## src/rtl/audio_nios_sd_dat_rx.sv

```systemverilog
// Avalon-MM SD 4-bit DAT receiver with sd_clk generator, byte FIFO and flow-control stall.
// Define SD_DAT_RX_CRC_EN to enable per-line CRC16 checking of the received block.
module audio_nios_sd_dat_rx #(
    parameter int unsigned FIFO_DEPTH = 16,
    parameter int unsigned TIMEOUT    = 65535
) (
    input  logic        clk,
    input  logic        reset_n,
    input  logic [2:0]  address,
    input  logic        chipselect,
    input  logic        write_n,
    input  logic        read_n,
    input  logic [31:0] writedata,
    output logic [31:0] readdata,
    output logic        sd_clk,
    input  logic [3:0]  sd_dat
);
    localparam int unsigned PW = $clog2(FIFO_DEPTH);
    localparam int unsigned CW = PW + 1;
    localparam int unsigned TW = $clog2(TIMEOUT + 1);

    typedef enum logic [2:0] {StIdle, StWaitStart, StData, StCrc, StEnd, StDone} state_e;

    state_e        state_q;
    logic [7:0]    div_q, div_cnt_q;
    logic [9:0]    blklen_q;
    logic [10:0]   byte_cnt_q;
    logic [TW-1:0] tcnt_q;
    logic [3:0]    crc_cnt_q, hi_q;
    logic          nibble_q, sd_clk_q;
    logic          done_q, timeout_q, crc_err_q;
    logic [31:0]   readdata_q;

    logic [7:0]    mem [FIFO_DEPTH];
    logic [PW-1:0] wr_ptr_q, rd_ptr_q;
    logic [CW-1:0] count_q;

    logic wr_en, rd_en, ctrl_wr, start, abort;
    logic running, phase_end, stall, sample, push, pop, busy, crc_bad;
    logic unused_wdata;

    assign wr_en     = chipselect && !write_n;
    assign rd_en     = chipselect && !read_n;
    assign ctrl_wr   = wr_en && (address == 3'd0);
    assign abort     = ctrl_wr && writedata[1];
    assign start     = ctrl_wr && writedata[0] && !writedata[1];
    assign busy      = (state_q != StIdle);
    assign running   = (state_q == StWaitStart) || (state_q == StData) ||
                       (state_q == StCrc) || (state_q == StEnd);
    assign phase_end = (div_cnt_q >= div_q);
    // Hold sd_clk low before the next rise while the FIFO cannot take another full byte.
    assign stall     = (state_q == StData) && (count_q >= CW'(FIFO_DEPTH - 1));
    assign sample    = running && !sd_clk_q && phase_end && !stall;
    assign push      = (state_q == StData) && sample && nibble_q;
    assign pop       = rd_en && (address == 3'd2) && (count_q != '0);
    assign sd_clk    = sd_clk_q;
    assign readdata  = readdata_q;
    assign unused_wdata = ^writedata[31:10];

`ifdef SD_DAT_RX_CRC_EN
    logic [3:0][15:0] crc_q;

    function automatic logic [15:0] crc16_step(input logic [15:0] c, input logic b);
        return {c[14:0], 1'b0} ^ ((c[15] ^ b) ? 16'h1021 : 16'h0000);
    endfunction

    always_ff @(posedge clk or negedge reset_n) begin
        if (!reset_n) begin
            crc_q <= '0;
        end else if (state_q == StIdle && start) begin
            crc_q <= '0;
        end else if (sample && (state_q == StData || state_q == StCrc)) begin
            for (int i = 0; i < 4; i++) crc_q[i] <= crc16_step(crc_q[i], sd_dat[i]);
        end
    end

    assign crc_bad = |crc_q;
`else
    assign crc_bad = 1'b0;
`endif

    always_ff @(posedge clk) begin
        if (push) mem[wr_ptr_q] <= {hi_q, sd_dat};
    end

    always_ff @(posedge clk or negedge reset_n) begin
        if (!reset_n) begin
            wr_ptr_q <= '0;
            rd_ptr_q <= '0;
            count_q  <= '0;
        end else if (abort) begin
            wr_ptr_q <= '0;
            rd_ptr_q <= '0;
            count_q  <= '0;
        end else begin
            if (push) wr_ptr_q <= wr_ptr_q + 1'b1;
            if (pop)  rd_ptr_q <= rd_ptr_q + 1'b1;
            count_q <= count_q + CW'(push) - CW'(pop);
        end
    end

    always_ff @(posedge clk or negedge reset_n) begin
        if (!reset_n) begin
            div_q    <= 8'h3F;
            blklen_q <= 10'd512;
        end else if (wr_en) begin
            if (address == 3'd3) div_q    <= writedata[7:0];
            if (address == 3'd4) blklen_q <= writedata[9:0];
        end
    end

    always_ff @(posedge clk or negedge reset_n) begin
        if (!reset_n) begin
            readdata_q <= '0;
        end else if (rd_en) begin
            case (address)
                3'd1:    readdata_q <= {17'b0, 7'(count_q), 4'b0,
                                        crc_err_q, timeout_q, done_q, busy};
                3'd2:    readdata_q <= pop ? {24'b0, mem[rd_ptr_q]} : 32'h0;
                3'd3:    readdata_q <= {24'b0, div_q};
                3'd4:    readdata_q <= {22'b0, blklen_q};
                default: readdata_q <= 32'h0;
            endcase
        end
    end

    always_ff @(posedge clk or negedge reset_n) begin
        if (!reset_n) begin
            state_q    <= StIdle;
            sd_clk_q   <= 1'b0;
            div_cnt_q  <= '0;
            byte_cnt_q <= '0;
            tcnt_q     <= '0;
            crc_cnt_q  <= '0;
            hi_q       <= '0;
            nibble_q   <= 1'b0;
            done_q     <= 1'b0;
            timeout_q  <= 1'b0;
            crc_err_q  <= 1'b0;
        end else if (abort) begin
            state_q   <= StIdle;
            sd_clk_q  <= 1'b0;
            div_cnt_q <= '0;
            nibble_q  <= 1'b0;
            done_q    <= 1'b0;
        end else begin
            if (running) begin
                if (!phase_end) begin
                    div_cnt_q <= div_cnt_q + 8'd1;
                end else if (sd_clk_q || !stall) begin
                    sd_clk_q  <= !sd_clk_q;
                    div_cnt_q <= '0;
                end
            end
            case (state_q)
                StIdle: begin
                    sd_clk_q  <= 1'b0;
                    div_cnt_q <= '0;
                    if (start) begin
                        state_q    <= StWaitStart;
                        done_q     <= 1'b0;
                        timeout_q  <= 1'b0;
                        crc_err_q  <= 1'b0;
                        byte_cnt_q <= (blklen_q == '0) ? 11'd1024 : {1'b0, blklen_q};
                        tcnt_q     <= '0;
                        crc_cnt_q  <= '0;
                        nibble_q   <= 1'b0;
                    end
                end
                StWaitStart: if (sample) begin
                    if (sd_dat == 4'h0) begin
                        state_q <= StData;
                    end else if (tcnt_q == TW'(TIMEOUT - 1)) begin
                        timeout_q <= 1'b1;
                        state_q   <= StDone;
                    end else begin
                        tcnt_q <= tcnt_q + 1'b1;
                    end
                end
                StData: if (sample) begin
                    if (!nibble_q) begin
                        hi_q     <= sd_dat;
                        nibble_q <= 1'b1;
                    end else begin
                        nibble_q   <= 1'b0;
                        byte_cnt_q <= byte_cnt_q - 11'd1;
                        if (byte_cnt_q == 11'd1) state_q <= StCrc;
                    end
                end
                StCrc: if (sample) begin
                    crc_cnt_q <= crc_cnt_q + 4'd1;
                    if (crc_cnt_q == 4'd15) state_q <= StEnd;
                end
                StEnd: if (sample) begin
                    if (sd_dat != 4'hF || crc_bad) crc_err_q <= 1'b1;
                    state_q <= StDone;
                end
                StDone: begin
                    sd_clk_q  <= 1'b0;
                    div_cnt_q <= '0;
                    done_q    <= 1'b1;
                    state_q   <= StIdle;
                end
                default: state_q <= StIdle;
            endcase
        end
    end
endmodule

```

## config.mk

```make
export PLATFORM = sky130hd
export DESIGN_NAME = audio_nios_sd_dat_rx
export DESIGN_NICKNAME = d
export VERILOG_FILES = /design/src/rtl/audio_nios_sd_dat_rx.sv
export SDC_FILE = /design/constraint.sdc
export NUM_CORES = 1
export LEC_CHECK = 0
export ABC_CLOCK_PERIOD_IN_PS = 4200
export CORE_MARGIN = 2
export CORE_UTILIZATION = 59
export CTS_BUF_LIST = sky130_fd_sc_hd__clkbuf_8 sky130_fd_sc_hd__clkbuf_16
export DETAILED_ROUTE_END_ITERATION = 8
export GPL_ROUTABILITY_DRIVEN = 0
export MAX_ROUTING_LAYER = met4
export PLACE_DENSITY_LB_ADDON = 0.3
export SYNTH_ARGS = -nofsm -noshare
export SYNTH_HDL_FRONTEND = slang
export SYNTH_SLANG_ARGS = --single-unit
```

## constraint.sdc

```tcl
create_clock -name clk -period 4.2 [get_ports clk]
set_input_delay 0.84 -clock clk [delete_from_list [all_inputs] [get_ports clk]]
set_output_delay 0.84 -clock clk [all_outputs]
set_load 0.005 [all_outputs]
```

Word level (Yosys, flattened, before mapping)
Memory sizes are Yosys's and may differ from the RTL's.
Cells that the tools add are included.
Storage, ports and cells
  memories: 1
  register bits: 114
  bits of input ports: 44
  memory bits (writable): 128
Cells by class
  multiplexer cells: 58
  equal/unequal tests: 33
  reductions and logical operators: 54
  add/subtract/negate cells: 8
  order comparisons: 2
  bitwise gates (word level): 2
Memories
  mem: words 16, bits a word 8, rd ports 1, clocked after memory_dff 0, wr ports 1, RTL line 34  | logic [7:0] mem [FIFO_DEPTH];
Operators by type and width (count)
  16-bit two-way mux: 4
  13-bit one-hot mux with 4 select lines: 1
  8-bit two-way mux: 6
  11-bit two-way mux: 4
  3-bit two-way mux: 11
  16-bit one-hot mux with 2 select lines: 1
  4-bit two-way mux: 6
  11-bit one-hot mux with 2 select lines: 1
  3-bit inequality test, second input constant: 6
  3-bit nonzero test: 6
  1-bit two-way mux: 17
  16-bit by 1-bit adder with 16-bit output, second input constant: 1
  16-bit equality test, second input constant: 1
  2-bit inequality test, second input constant: 8
  3-bit one-hot mux with 5 select lines: 1
  1-bit logical AND: 14
  4-bit by 1-bit adder with 4-bit output, second input constant: 3
  3-bit by 2-bit equality test with 1-bit output, second input constant: 4
  6-bit AND reduction: 2
  2-bit nonzero test: 6
  11-bit by 1-bit equality test with 1-bit output, second input constant: 1
  11-bit by 1-bit subtractor with 11-bit output, second input constant: 1
  10-bit logical NOT: 1
  5-bit AND reduction: 2
  27 further kinds: 49

Depth between registers and ports, before layout
  depth in word-level cells: 12
  gate-level depth with buffers: 19
  mapped depth without buffers: 18

Worst setup path after synthesis
OpenSTA, ideal clock, no wires.
  kind: reg2reg
  start: reg div_q[2]
  end: reg count_q[4]
  setup slack: 0.711 ns
  data required time: 4.068 ns
  arrival time: 3.357 ns
  cell stages (with the launch flop): 20
  buffers on the path: 1
  period minus slack after synthesis: 3.489 ns
  cells stage by stage: dfstp_2 > inv_1 > ha_1 > or3_1 > a21oi_1 > o31a_1 > clkbuf_1 > nor2_1 > inv_1 > ha_1 > inv_1 > ha_1 > inv_1 > fa_1 > inv_1 > a21oi_1 > nor2_1 > nor2_1 > xor2_1 > nor2_1
On the way
  longest elaborated chain between the ends: 8
RTL lines
  from (decl): RTL line 25  | logic [7:0] div_q, div_cnt_q;
  from (signal assigned): RTL line 107  | if (address == 3'd3) div_q <= writedata[7:0];
  8-bit greater-or-equal comparator: RTL line 50  | assign phase_end = (div_cnt_q >= div_q);
  1-bit logical AND (2 in series): RTL line 53  | assign sample = running && !sd_clk_q && phase_end && !stall;
  1-bit logical AND (2 in series): RTL line 54  | assign push = (state_q == StData) && sample && nibble_q;
  5-bit by 1-bit adder with 5-bit output: RTL line 98  | count_q <= count_q + CW'(push) - CW'(pop);
  5-bit by 1-bit subtractor with 5-bit output: RTL line 98
  5-bit two-way mux: RTL line 91  | end else if (abort) begin
  to (signal assigned): RTL line 98
  to (decl): RTL line 36  | logic [CW-1:0] count_q;
Every way passes these cells.
A chain may end at the register's enable or synchronous reset.

Final worst setup path
  start: reg count_q[1]
  end: reg count_q[4]
On the way
  longest elaborated chain between the ends: 9
  elaborated cells on any way between the ends: 11
  those cells by class: add/sub (2); order compare (1); mux (1); reduce/logical (7)
RTL lines
  5-bit by 4-bit greater-or-equal comparator with 1-bit output: RTL line 52  | assign stall = (state_q == StData) && (count_q >= CW'(FIFO_DEPTH - 1));
  1-bit logical AND: RTL line 52
  1-bit logical NOT: RTL line 53
  1-bit logical AND: RTL line 53
  1-bit logical AND (2 in series): RTL line 54
  5-bit by 1-bit adder with 5-bit output: RTL line 98
  5-bit by 1-bit subtractor with 5-bit output *: RTL line 98
  5-bit two-way mux *: RTL line 91
Every way passes the cells marked *; elsewhere a longest branch is shown, timed or not.

==> metrics.yaml <==
pwr:
  clkPwrFrac: 0.313
  seqPwrFrac: 0.433
  combPwrFrac: 0.254
  power.switching_mw: 2.13
  p_sw_frac: 0.319
  p_per_area_nw_per_um2: 550
  power_leakage_nw: 4.65
  peakVddDrop_mv: 0.360
  p_int_mw: 4.54
finish:
  fin_nets: 980
  area.sequential_um2: 6230
  fillCellCount: 1202
  final_common_cell: "edfxtp_1"
  areaGrowthSynthToFinish_pct: 13.3
  diodes: 0
  fin_area_um2: 12100
  post-route-util: 0.679
  multi_input_area_um2: 4080
  drive_above_1_share: 0.146
  final_cell_mix: "128 x edfxtp_1, 87 x dfrtp_1, 70 x nand2_1"
critical_path:
  crit_fanout: 6
  crit_type: "flip-flop to flip-flop"
  critPathRequiredTime_ps: 4620
  r2r_cells: 18
  startpoint_type: "flip-flop"
  r2r_slack_ps: 490
  end_kind: "flip-flop"
  worstPathArrival_ps: 4130
detailed_routing:
  wl_mm: 25.5
  ant_nets: 0
  routed_via_density: 6.48
  avgRoutedWirePerCell_um: 22.1
  via_count: 7473
  firstDrtPassIters: 5
  drtIter0Drc: 849
  drc: 0
die:
  start_util: 0.599
  row_count: 49
  dieArea_um2: 19200
  core-area_um2: 17800
  die_w_um: 139
  io_pins: 77
  die_h_um: 139
yosys:
  ys_async_sr_fraction: 0.426
  syn_inst: 853
  synth_seq_area_share: 0.583
  synthFlopType: "edfxtp_1"
  synth.avg_cell_area_um2: 12.5
  synth_cell_types: 74
  synth-seq-cells: 223
  ys_warn_count: 0
  synth-edff-count: 128
  syn_area_um2: 10700
timing:
  worst_clock_skew_ps: 19.5
  setup_violations: 0
  maxSlewHeadroom: 0.256
  drv_slew: 0
  period_minus_slack_ps: 3710
  rsz0062_at_grt: "no"
  max_freq_mhz: 270
  worst_pin_slew_ps: 1120
  final_hold_viol_count: 0
  tns_ps: 0
  period_share: 0.883
clock_tree:
  clk_latency_ps: 540
  postCtsSetupBuffers: 0
  cts_buffer_depth: 3
  clk_pin_slew_ps: 60
  cts_resized: 0
  cts_tree: "yes"
  clock_sinks: 223
  ctsHoldBuffers: 0
  cts-htree-levels: 1
  cts_buffers: 24
  clockRootBuffer: "clkbuf_16"
grt:
  grt_pass1_wl_mm: 40.1
  grt_max_degree: 68
  overflow: 0
  track_usage: 0.273
  antenna_found_initial: 0
  first_global_vias: 7272
place:
  hpwl_mm: 17.3
  io_buffers: 35
  place_area_um2: 11300
run:
  maxCapViolCount: 0
hold_path:
  hold_class: "input port to async pin"
outcome:
  status: "completed"
## power by group through the flow
stage | clock network, mW | logic [mW] | registers (mW)
finish | 2.08 | 1.69 | 2.89
global route | 2.19 | 1.83 | 2.93
CTS | 2.10 | 1.68 | 2.88
detailed placement | 0 | 1.64 | 2.92
global placement | 0 | 1.56 | 2.91
floorplan | 0 | 1.32 | 2.73
## logic make-up after synthesis
group                      Yosys count  synth area share
AOI/OAI and AO/OA                  164             0.101
xor gates and xnor gates            19            0.0156
adders and majority gates           29            0.0346
buffers and inverters               93            0.0423
DFF                                223             0.583
muxes                               69            0.0991
other                                1          0.000351
and+or+nand+nor                    255             0.124
## state kept, by name, summed over array words and instances, names as in the netlist, 3 cells and up
register,count
wr_ptr_q,4
readdata,13
state_q,3
div_q,8
rd_ptr_q,4
count_q,5
mem,128
hi_q,4
div_cnt_q,8
tcnt_q,16
crc_cnt_q,4
blklen_q,10
byte_cnt_q,11
## cell type report
class / instances / share of cell area
clock buffer: 26 / 0.0528
inverter: 35 / 0.0108
timing repair buffer: 68 / 0.0492
sequential: 223 / 0.514
tap: 229 / 0.0236
multi-input combinational: 555 / 0.336
clock inverter: 18 / 0.0129
## layer usage
metal  wire length [µm]  track usage  vias to the layer above
li1                   -            -                     3296
met1              10400        0.368                     3701
met2              12400        0.437                      409
met3               1930       0.0373                       67
met4                829       0.0886                        0
met5                  0            -                        -
## synthesized netlist by cell type, types with 5 or more instances
cell	count	share of area
inv_1	33	0.012
o221ai_1	8	0.0066
or4_1	9	0.0063
dfstp_2	7	0.017
mux4_2	28	0.059
ha_1	28	0.033
a221o_1	8	0.0075
buf_4	20	0.014
nand2_1	70	0.025
nand2b_1	10	0.0059
o31ai_1	7	0.0049
mux2i_1	26	0.024
a31oi_1	9	0.0053
xnor2_1	16	0.013
o22ai_1	13	0.0076
a211oi_1	5	0.0035
or3_1	7	0.0041
o21ai_0	31	0.015
nor3_1	16	0.0075
nor2_1	58	0.020
edfxtp_1	128	0.36
buf_2	9	0.0042
a21oi_1	41	0.019
nand4_1	11	0.0064
nor4_1	7	0.0041
mux2_2	14	0.015
a22oi_1	6	0.0042
and2_1	12	0.0070
dfrtp_1	88	0.21
clkbuf_1	25	0.0088
nand3_1	18	0.0084
and3_1	11	0.0064
## per-stage QoR
stage                     hold slack (ps)  instances  worst slack (ps)  power (mW)
after global routing                  490       1154               315        6.95
after global placement                463       1110               494        4.47
after floorplan                       445        871               711        4.05
final                                 410       1154               490        6.66
after detailed placement              474       1110               477        4.57
after CTS                             447       1154               525        6.66
## critical path, stage by stage, from the launching register on
cell and delay, ps:
dfrtp_1 460, ha_1 230, a221oi_1 370, buf_4 210, o31a_1 200, nand3_1 270
nor2_1 360, inv_1 90, ha_1 280, inv_1 50, ha_1 150, inv_1 50
fa_1 390, inv_1 70, a21oi_1 50, nor2_1 110, nor2_1 60, xor2_1 130
nor2_1 60
## final timing paths
path	from	end
max	count_q[1]$_DFF_PN0_	count_q[4]$_DFF_PN0_
max in group asynchronous	reset_n	div_q[2]$_DFFE_PN1P_
min	reset_n	readdata[7]$_DFFE_PN0P_
min reg2reg	readdata[12]$_DFFE_PN0P_	readdata[12]$_DFFE_PN0P_
min in group clk	readdata[12]$_DFFE_PN0P_	readdata[12]$_DFFE_PN0P_
max reg2reg	count_q[1]$_DFF_PN0_	count_q[4]$_DFF_PN0_
No activity file was read; power rests on OpenSTA's default activity.
